File: config.mk
export PLATFORM = sky130hd
export DESIGN_NAME = switch_display_ctrl
export DESIGN_NICKNAME = d
export VERILOG_FILES = /design/src/rtl/switch_display_ctrl.sv
export SDC_FILE = /design/constraint.sdc
export NUM_CORES = 1
export LEC_CHECK = 0
export ABC_AREA = 0
export CAP_MARGIN = 20
export CORE_MARGIN = 3
export CORE_UTILIZATION = 45
export CTS_CLUSTER_SIZE = 30
export DETAILED_ROUTE_END_ITERATION = 7
export PLACE_DENSITY_LB_ADDON = 0.05
export SYNTH_ARGS = -nofsm -noshare
export SYNTH_HDL_FRONTEND = slang
export SYNTH_SLANG_ARGS = --single-unit
File: constraint.sdc
create_clock -name clk -period 1.65 [get_ports clk]
set_input_delay 0.165 -clock clk [delete_from_list [all_inputs] [get_ports clk]]
set_output_delay 0.165 -clock clk [all_outputs]
set_load 0.03 [all_outputs]
File: src/rtl/switch_display_ctrl.sv
// Purpose : front-panel controller. Synchronises and debounces four buttons, keeps a circular
//           bank of switch snapshots, and selects a live or stored value with hex/dec display mode.
// Latency : switches to display_value is 3 cycles (LIVE). A button release acts D+2 cycles after it is sampled.
// Backpr. : none. Every input is sampled each cycle and every output is registered.
//
// Ports   : clk, reset (async, active-low)
//           switches_in  raw switch levels
//           btn_mode/btn_source/btn_store/btn_next  raw buttons; each acts on its debounced release
//           display_value, dec_mode, ovf, led_out  registered display outputs
//           rd_slot  slot being read;  slot_valid  bit i is set once slot i has been written
module switch_display_ctrl #(
    parameter int WIDTH           = 16,
    parameter int SLOTS           = 4,
    parameter int DEBOUNCE_CYCLES = 1_000_000,
    parameter int DEC_MAX         = 9999
) (
    input  logic                     clk,
    input  logic                     reset,
    input  logic [WIDTH-1:0]         switches_in,
    input  logic                     btn_mode,
    input  logic                     btn_source,
    input  logic                     btn_store,
    input  logic                     btn_next,
    output logic [WIDTH-1:0]         display_value,
    output logic                     dec_mode,
    output logic                     ovf,
    output logic [WIDTH-1:0]         led_out,
    output logic [$clog2(SLOTS)-1:0] rd_slot,
    output logic [SLOTS-1:0]         slot_valid
);

    localparam int PW = $clog2(SLOTS);
    localparam int CW = $clog2(DEBOUNCE_CYCLES + 1);
    localparam logic [CW-1:0]    CNT_LAST  = CW'(DEBOUNCE_CYCLES - 1);
    localparam logic [WIDTH-1:0] DEC_MAX_W = WIDTH'(DEC_MAX);

    localparam int B_MODE   = 0;
    localparam int B_SOURCE = 1;
    localparam int B_STORE  = 2;
    localparam int B_NEXT   = 3;

    typedef enum logic {MODE_HEX, MODE_DEC}   mode_t;
    typedef enum logic {SRC_LIVE, SRC_STORED} src_t;

    logic [3:0]       btn_raw;
    logic [3:0]       btn_s1, btn_s2;
    logic [WIDTH-1:0] sw_s1, sw_s2;
    logic [3:0]       btn_acc;
    logic [CW-1:0]    btn_cnt [4];
    logic [3:0]       pulse;

    mode_t mode_q, mode_d;
    src_t  src_q, src_d;

    logic [WIDTH-1:0] slot_q [SLOTS];
    logic [PW-1:0]    wr_ptr;
    logic [WIDTH-1:0] sel;
    logic             ovf_d;

    assign btn_raw = {btn_next, btn_store, btn_source, btn_mode};

    // Two-flop synchronisers for buttons and switches.
    always_ff @(posedge clk or negedge reset) begin
        if (!reset) begin
            btn_s1 <= '0;
            btn_s2 <= '0;
            sw_s1  <= '0;
            sw_s2  <= '0;
        end else begin
            btn_s1 <= btn_raw;
            btn_s2 <= btn_s1;
            sw_s1  <= switches_in;
            sw_s2  <= sw_s1;
        end
    end

    // Debounce: the counter runs only while the synchronised level disagrees with the
    // accepted level. Any agreeing sample clears it, so only an unbroken run of
    // DEBOUNCE_CYCLES differing samples is accepted. A pulse fires on an accepted release.
    always_ff @(posedge clk or negedge reset) begin
        if (!reset) begin
            btn_acc <= '0;
            pulse   <= '0;
            for (int i = 0; i < 4; i++) begin
                btn_cnt[i] <= '0;
            end
        end else begin
            for (int i = 0; i < 4; i++) begin
                if (btn_s2[i] == btn_acc[i]) begin
                    btn_cnt[i] <= '0;
                    pulse[i]   <= 1'b0;
                end else if (btn_cnt[i] == CNT_LAST) begin
                    btn_acc[i] <= btn_s2[i];
                    btn_cnt[i] <= '0;
                    pulse[i]   <= ~btn_s2[i];
                end else begin
                    btn_cnt[i] <= btn_cnt[i] + 1'b1;
                    pulse[i]   <= 1'b0;
                end
            end
        end
    end

    // Mode and source FSMs: state registers.
    always_ff @(posedge clk or negedge reset) begin
        if (!reset) begin
            mode_q <= MODE_HEX;
            src_q  <= SRC_LIVE;
        end else begin
            mode_q <= mode_d;
            src_q  <= src_d;
        end
    end

    // Mode and source FSMs: next-state logic. Each pulse toggles its FSM.
    always_comb begin
        mode_d = mode_q;
        src_d  = src_q;
        if (pulse[B_MODE]) begin
            mode_d = (mode_q == MODE_HEX) ? MODE_DEC : MODE_HEX;
        end
        if (pulse[B_SOURCE]) begin
            src_d = (src_q == SRC_LIVE) ? SRC_STORED : SRC_LIVE;
        end
    end

    // Snapshot bank. A store writes at the old wr_ptr. The pointers wrap naturally
    // because SLOTS is a power of two.
    always_ff @(posedge clk or negedge reset) begin
        if (!reset) begin
            for (int i = 0; i < SLOTS; i++) begin
                slot_q[i] <= '0;
            end
            slot_valid <= '0;
            wr_ptr     <= '0;
            rd_slot    <= '0;
        end else begin
            if (pulse[B_STORE]) begin
                slot_q[wr_ptr]     <= sw_s2;
                slot_valid[wr_ptr] <= 1'b1;
                wr_ptr             <= wr_ptr + 1'b1;
            end
            if (pulse[B_NEXT]) begin
                rd_slot <= rd_slot + 1'b1;
            end
        end
    end

    // Source select. A slot that has never been written reads as zero.
    always_comb begin
        sel = sw_s2;
        if (src_q == SRC_STORED) begin
            sel = slot_valid[rd_slot] ? slot_q[rd_slot] : '0;
        end
        ovf_d = (mode_q == MODE_DEC) && (sel > DEC_MAX_W);
    end

    // Output register.
    always_ff @(posedge clk or negedge reset) begin
        if (!reset) begin
            display_value <= '0;
            dec_mode      <= 1'b0;
            ovf           <= 1'b0;
            led_out       <= '0;
        end else begin
            display_value <= sel;
            dec_mode      <= (mode_q == MODE_DEC);
            ovf           <= ovf_d;
            led_out       <= {WIDTH{ovf_d}};
        end
    end

endmodule
# Word-level counts from Yosys, hierarchy flattened
# Cells that the tools add are included.
# classes
n_addsub,6
order_cmp,7
n_eq_ne,8
n_mux,30
bitwise_logic,11
reduce_logical,7
# ops
cell,n
$mux 20,8
$add 20x1->20 const B,4
$eq 20x20->1 const B,4
$mux 16,5
$bwmux 64,1
$bmux 16 s2,1
$demux 16 s2,1
$gt 16x14->1 const B,1
$mux 1,12
$not 1->1,8
$reduce_and 2->1,4
$ge 3x3->1 const B,2
$lt 2x3->1 const B,2
$not 2->3,2
$add 2x1->2 const B,2
$eq 1x1->1,4
$or 4x4->4,1
$logic_and 1x1->1,3
$lt 3x1->1 const B,1
$bmux 1 s2,1
$demux 1 s2,1
$ge 2x1->1 const B,1
# word_totals
ff_bits,221
input_bits,22
output_inout_bits,40
word_cells,95

# Depth between registers and ports, before layout
# Gate-level depths: netlist of run 1.
# depth
depth_word,8
mapped_depth,7
mapped_depth_nobuf,6

# Least setup slack after synthesis of run 1
# No wires, ideal clock.
# synth_timing
kind,register -> register
from,reg rd_slot[0]
to,reg ovf
setup_time_ps,127
arrival_ps,1863
path_slack_ps,-340
path_stages_with_launch,7
synth_period_minus_slack_ps,1990
path_cell_list,dfrtp_1 buf_4 mux4_2 nor4_1 a211oi_1 o211ai_1 a21boi_1
# synth_between
elab_chain_len,8
elab_cells_between_ends,10
classes_between,order compare (1); mux (7); bitwise (1); reduce/logical (1)
# synth_lines
element,line_no,text
from (decl),28,"output logic [$clog2(SLOTS)-1:0] rd_slot,"
from (signal assigned),144,rd_slot <= rd_slot + 1'b1;
$not 2->3 (implied by the code),153,sel = slot_valid[rd_slot] ? slot_q[rd_slot] : '0;
$bmux 16 s2,153,
$mux 16 (implied by the code) (2 in a row),153,
$mux 16 *,153,
$mux 16 *,152,if (src_q == SRC_STORED) begin
$gt 16x14->1 *,155,ovf_d = (mode_q == MODE_DEC) && (sel > DEC_MAX_W);
$logic_and 1x1->1 *,155,
net ovf_d,58,logic ovf_d;
to (signal assigned),168,ovf <= ovf_d;
to (decl),26,"output logic ovf,"
# Mark *: on every way through the listed nets, which the timed path passes. The rest lies on a longest branch. The select of a mux whose other input is x is not followed.
# A chain may end at the register's enable or synchronous reset.

# Final worst setup path of run 1
# Ends and elaborated chain as after synthesis.

==> results of run 1 <==
where the power goes:
part	total (mW)	internal, mW	switching (mW)
sequential	5.54	5.49	0.0499
combinational	0.466	0.184	0.282
clock	6.54	4.41	2.12
total	12.5	10.1	2.46
per-stage QoR:
step,util [%],instances
final,60.01,1219
after global routing,60.01,1219
after CTS,58.73,1205
after detailed placement,53.46,1154
after global placement,53.46,1154
after floorplan,-,798
sequential cells by signal, summed over array words and instances (netlist names), 2 cells and up:
| register | flops |
|---|---|
| btn_s2 | 4 |
| slot_q | 64 |
| slot_valid | 4 |
| pulse | 4 |
| wr_ptr | 2 |
| sw_s1 | 16 |
| sw_s2 | 16 |
| btn_acc | 4 |
| btn_s1 | 4 |
| rd_slot | 2 |
| display_value | 16 |
| btn_cnt | 80 |
critical path: cells and delay by family (launching register included):
kind            cells  cell delay, ns
mux                 1            0.55
simple gates        1            0.35
buf+inv             1            0.14
compound gates      3            0.31
flops               1            0.41
layout make-up:
class / instances / area, sq um
clock buffers: 36 / 757.0
clock inverters: 9 / 245.2
fillers: 1548 / 7885
inverters: 22 / 82.58
multi-input cells: 514 / 3546
flip-flops and latches: 220 / 5507
well taps: 265 / 331.6
repair buffers: 153 / 1364
repair_timing:
| action | 4_1_cts | 5_1_grt |
|---|---|---|
| gates resized for setup | 45 | 91 |
| pin swaps | 5 | 28 |
| hold endpoints to repair | 59 | 0 |
| cloned | 0 | 2 |
| setup buffers | 5 | 12 |
| hold buffers | 1 | 0 |
| endpoints found under the setup margin | 70 | 103 |
path summary, 6_finish.rpt:
kind,endpoint,slack (ns),startpoint,cells after the start
max,ovf$_DFF_PN0_,-0.22,rd_slot[0]$_DFFE_PN0P_,6
min in group asynchronous,sw_s1[2]$_DFF_PN0_,0.21,reset,2
min,sw_s1[1]$_DFF_PN0_,0.09,switches_in[1],1
max reg2reg,ovf$_DFF_PN0_,-0.22,rd_slot[0]$_DFFE_PN0P_,6
max in group asynchronous,btn_cnt[62]$_DFF_PN0_,0.80,reset,3
min reg2reg,sw_s2[15]$_DFF_PN0_,0.35,sw_s1[15]$_DFF_PN0_,0
synthesized netlist by cell type, drive strengths merged:
cell / n / area (sq um)
a211oi: 1 / 7.510
a21boi: 1 / 7.510
a21oi: 1 / 5.000
and2: 2 / 12.51
and3: 17 / 106.4
and3b: 1 / 8.760
and4: 7 / 61.31
buf: 26 / 186.4
clkbuf: 17 / 63.81
dfrtp: 220 / 5505
ha: 8 / 100.1
inv: 22 / 82.58
mux2: 9 / 101.4
mux2i: 1 / 10.01
mux4: 18 / 405.4
nand2: 94 / 355.3
nand2b: 5 / 31.28
nand3: 43 / 220.2
nand3b: 3 / 22.52
nand4: 21 / 131.4
nand4b: 1 / 8.760
nor2: 88 / 335.3
nor2b: 1 / 6.260
nor3: 8 / 50.05
nor3b: 4 / 30.03
nor4: 12 / 123.9
nor4b: 3 / 26.28
nor4bb: 1 / 10.01
o211ai: 2 / 15.01
o21ai: 76 / 380.4
o31ai: 1 / 7.510
or3: 1 / 6.260
or4: 2 / 18.77
xnor2: 36 / 315.3
xor2: 45 / 394.1
cell families (layout without fill, tap and decap cells):
family | Yosys count | after routing | synth area share [%]
buf+inv | 65 | 220 | 3.636
xor+xnor | 81 | 81 | 7.751
mux | 28 | 28 | 5.646
simple gates | 314 | 315 | 17.10
flops | 220 | 220 | 60.15
fa+ha+maj | 8 | 8 | 1.094
compound gates | 82 | 82 | 4.621
placed cells by master (no fill, tap or decap), types with 20 or more instances in the layout:
cell and n:
nand2_1 89, nand3_1 40, buf_4 75, dlygate4sd2_1 21, xor2_1 44, clkdlybuf4s50_1 20
nand4_1 21, inv_1 22, clkbuf_16 25, xnor2_1 36, dfrtp_1 219, o21ai_0 58
nor2_1 68
per-layer routing:
| layer | part of all wire (%) | vias to the layer above | track usage, % |
|---|---|---|---|
| met5 | 0 | - | 0 |
| met4 | 2.1 | 0 | 3.834 |
| met3 | 4.8 | 31 | 3.565 |
| met2 | 48 | 115 | 28.42 |
| met1 | 45 | 3108 | 25.14 |
| li1 | - | 2981 | - |
==> results.cfg, run 1 <==
[pwr]
power_density_nw_per_um2 = 1060
static-leakage-power_nw = 5.366
total_power_mw = 12.54
power.ir.vdd_worst_uv = 679.7

[worst_setup_path]
critPathLaunchType = flip-flop
path_class = reg2reg
cp_slowest_cell = mux4_2
critPathRequiredTime_ns = 2.04
crit_path_max_fanout = 8
crit_path_max_incr_delay_ns = 0.55
worst_ep_arrival_time_ns = 2.26
timing.critical_path.cells = buf_12 > mux4_2 > nor4_4 > a211oi_2 > o211ai_1 > a21boi_1
endpoint_type_of_the_worst_setup_path = flip-flop

[sta]
fin_crit_sh_pct = 113.4
setup_viol = 4
maxSlewHeadroom_pct = 44.80
final_period_minus_worst_setup_slack_ns = 1.871
final_hold_vio_count = 0
fin_worst_hold_slack_ns = 0.09140
rsz_0062_raised_after_global_routing = true
final.setup_skew_ns = 0.01089
clock.fmax_mhz = 534.4
setup_ws_ns = -0.2213
finalSetupTns_ns = -0.4261
tightestPinTransition_ns = 0.8252
finalMaxSlewViolations = 0

[synthesis]
synth_area_per_cell_sq_um = 11.47
ys_types = 47
synth_fp_nets = 828
yosys_register_bits = 220
ys.warnings.count = 0
synth_cells = 798
syn-cell-area_sq_um = 9153
ys_seq_area_share_pct = 60.15

[clock_tree]
cts-root-buf = clkbuf_16
cts.reportedPaths.clkPinSlew_ns = 0.06
numClockSinks = 220
clk-insertion-delay-late_ns = 0.51
cts_buffers = 25
tritoncts = done
clock_tree.buffer_depth = 3
cts-htree-levels = 1

[die]
floorplan.core_area_sq_um = 19720
boundaryPins = 62
die_boundary_width_um = 148.6
die_height_um = 148.6
die-area_sq_um = 22090
count_of_standard_cell_rows = 51
initial_core_util_pct = 46.42

[job]
max_cap_viol_count = 0

[grt]
grt_antenna_before_repair = 0
via_count_of_the_first_global_routing_pass = 6512
grt_use_total_pct = 17.66
grt_overflow_total = 0
grt_max_degree = 65
grt_first_pass_wirelength_mm = 32.35

[final_layout]
final_cell_area_sq_um = 11830
finalNetCount = 966
antenna_cells = 0
synthToLayoutAreaGrowth_pct = 29.28
drive_above_1_share_pct = 25.05

[routing]
route.detailed.drc = 0
detail_route.vias_per_cell = 5.115
detail_route.wl_per_cell_um = 15.82
drt_first_iter_violations = 231
detailroute.via_count = 6235
wl_mm = 19.28
antenna_left = 0
drtPass1Iterations = 4

[run_status]
outcome = finished, violations left
failed_checks = negative setup slack

[worst_hold_path]
worst_hold_path_type = in2reg

[placement]
dp_hpwl_mm = 12.61
routabilityCongestion = 0.8459
io_buffer_count = 61
postPlaceCellArea_sq_um = 10540
dp_slack_ns = -0.2960
(Power assumes the default switching activity.)
==> inputs of run 2 (changes only) <==
--- a/config.mk
+++ b/config.mk
@@ -11,7 +11,8 @@
 export CORE_UTILIZATION = 45
 export CTS_CLUSTER_SIZE = 30
 export DETAILED_ROUTE_END_ITERATION = 7
-export PLACE_DENSITY_LB_ADDON = 0.05
+export PLACE_DENSITY_LB_ADDON = 0.15
+export RECOVER_POWER = 50
 export SYNTH_ARGS = -nofsm -noshare
 export SYNTH_HDL_FRONTEND = slang
 export SYNTH_SLANG_ARGS = --single-unit
==> run 2 against run 1 <==
The run still ends with negative setup slack left. Non-clock buffer count is 10 lower. Sequential cell count did not move. First-iteration DRC count increased by 12%. Sequential power hardly changed. Largest cell class unchanged. Critical path type unchanged.
==> results.cfg, run 2 (synthesis gave the netlist of run 1 again) <==
[pwr]
static-leakage-power_nw = 5.277
total_power_mw = 11.19
power.ir.vdd_worst_uv = 553.2
power.share.sequential_pct = 49.5
share_clk_of_total_power_pct = 46.6
intPower_mw = 8.756
sw_power_mw = 2.437
pwr-share-comb_pct = 4.0
switching_share_pct = 21.77
power_density_nw_per_um2 = 957.3

[placement]
dp.cells = 1150
dp_hpwl_mm = 12.71
io_buffer_count = 61
routabilityCongestion = 0.8262

[grt]
via_count_of_the_first_global_routing_pass = 6353
grt_max_degree = 65
grt_use_total_pct = 17.33
grt_first_pass_wirelength_mm = 31.79
grt_antenna_before_repair = 0
grt_overflow_total = 0

[sta]
maxSlewHeadroom_pct = 17.42
rsz_0062_raised_after_global_routing = true
final_hold_vio_count = 0
fin_crit_sh_pct = 107.5
setup_viol = 19
clock.fmax_mhz = 563.8
final_period_minus_worst_setup_slack_ns = 1.774
setup_ws_ns = -0.1238
finalMaxSlewViolations = 0
tightestPinTransition_ns = 1.239
final.setup_skew_ns = 0.01487

[final_layout]
fillers = 1586
layout.cells.most_common = dfrtp_1
largest_register_ff_count = 80
finalNetCount = 957
largestRegisters = btn_cnt: 80 flops, slot_q: 64 flops
synthToLayoutAreaGrowth_pct = 27.74
final_cell_mix = dfrtp_1, nand2_1, buf_4, nor2_1, o21ai_0
drive_above_1_share_pct = 23.81
largest-register = btn_cnt
layout.cells.non_filler = 1210
antenna_cells = 0

[clock_tree]
cts_buffers = 24
cts-root-buf = clkbuf_16
cts.reportedPaths.clkPinSlew_ns = 0.06
numClockSinks = 220
clk-insertion-delay-late_ns = 0.51
cts-htree-levels = 1
clock_tree.buffer_depth = 3
tritoncts = done

[die]
count_of_standard_cell_rows = 51
floorplan.core_area_sq_um = 19720
boundaryPins = 62
initial_core_util_pct = 46.42
die-area_sq_um = 22090
die_height_um = 148.6
die_boundary_width_um = 148.6

[routing]
wl_mm = 19.18
detail_route.vias_per_cell = 5.164
detail_route.wl_per_cell_um = 15.85
detailroute.via_count = 6249
drt_first_iter_violations = 259
route.detailed.drc = 0
drtPass1Iterations = 5
antenna_left = 0

[run_status]
failed_checks = negative setup slack
outcome = finished, violations left

[worst_hold_path]
worst_hold_path_type = in2reg

[worst_setup_path]
worst_ep_arrival_time_ns = 2.17
endpoint_type_of_the_worst_setup_path = flip-flop
crit_path_max_fanout = 4
critPathRequiredTime_ns = 2.05
critPathLaunchType = flip-flop
path_class = reg2reg

[job]
max_cap_viol_count = 0
## run 2: cell count changes in the layout (fill, tap and decap cells not counted), sizes merged, moves of 6 or more
cell           previous run  this run
buf                      94        83
bufinv                    8         1
clkbuf                   53        36
clkdlybuf4s15             0        17
clkdlybuf4s50            20         0
clkinv                    1         7
dlygate4sd3               1        21
## run 2: path summary, 6_finish.rpt
kind | from | endpoint | slack (ns) | depth (start not counted)
setup / recovery | rd_slot[0]$_DFFE_PN0P_ | ovf$_DFF_PN0_ | -0.12 | 6
hold / removal | switches_in[14] | sw_s1[14]$_DFF_PN0_ | 0.20 | 1
setup reg to reg | rd_slot[0]$_DFFE_PN0P_ | ovf$_DFF_PN0_ | -0.12 | 6
hold reg to reg | btn_s1[1]$_DFF_PN0_ | btn_s2[1]$_DFF_PN0_ | 0.35 | 0
max in group asynchronous | reset | btn_cnt[24]$_DFF_PN0_ | 0.22 | 3
min in group asynchronous | reset | slot_valid[0]$_DFFE_PN0P_ | 0.46 | 2
## run 2: area by class of cell
| class | count | area (sq um) | share of cell area, % |
|---|---|---|---|
| flip-flops and latches | 220 | 5507 | 47.10 |
| multi-input cells | 516 | 3631 | 31.06 |
| repair buffers | 143 | 1354 | 11.58 |
| clock buffers | 35 | 701.9 | 6.004 |
| well taps | 265 | 331.6 | 2.836 |
| clock inverters | 9 | 83.83 | 0.7170 |
| inverters | 22 | 82.58 | 0.7063 |
## run 2: power groups by stage
stage | Sequential [mW] | Clock, mW | Combinational, mW
after CTS | 5.54 | 5.35 | 0.436
after global placement | 5.63 | 0 | 0.432
after global routing | 5.55 | 5.61 | 0.496
final | 5.54 | 5.21 | 0.443
after detailed placement | 5.63 | 0 | 0.443
after floorplan | 5.67 | 0 | 0.0968
## run 2: timing repair
item                       CTS  global route
pin swaps                    0            18
setup endpoints to repair   57            89
resized for setup           78            57
hold buffers                 1             0
setup buffers                4             8
cloned                       0             3
hold endpoints to repair   220             0
## run 2: metal layers
metal | vias up | part of all wire [%] | wire length (um) | global-route usage (%)
met3 | 40 | 3.7 | 712 | 3.138
li1 | 2960 | - | - | -
met1 | 3140 | 44 | 8486 | 23.80
met5 | - | 0 | 0 | 0
met4 | 0 | 2.1 | 407 | 4.711
met2 | 109 | 50 | 9577 | 28.64
## run 2: critical path, cell delays in order, from the launching register on
cell and delay, ns:
dfrtp_2 0.41, buf_12 0.12, mux4_2 0.54, nor4_4 0.30, a211oi_1 0.11, o211ai_1 0.10
a21boi_1 0.08
## run 2: through the flow
step / hold slack (ns) / setup TNS, ns / utilization, % / setup slack (ns) / area (sq um)
global route: 0.1838 / -3.605 / 59.29 / -0.2072 / 11690
detailed placement: 0.08852 / -0.6115 / 53.18 / -0.2274 / 10490
finish: 0.2022 / -0.4785 / 59.29 / -0.1238 / 11690
CTS: 0.06844 / -0.2349 / 57.60 / -0.1454 / 11360
global placement: 0.09132 / -0.4063 / 53.18 / -0.2172 / 10490
floorplan: -0.1306 / -0.2863 / - / -0.1618 / 9194
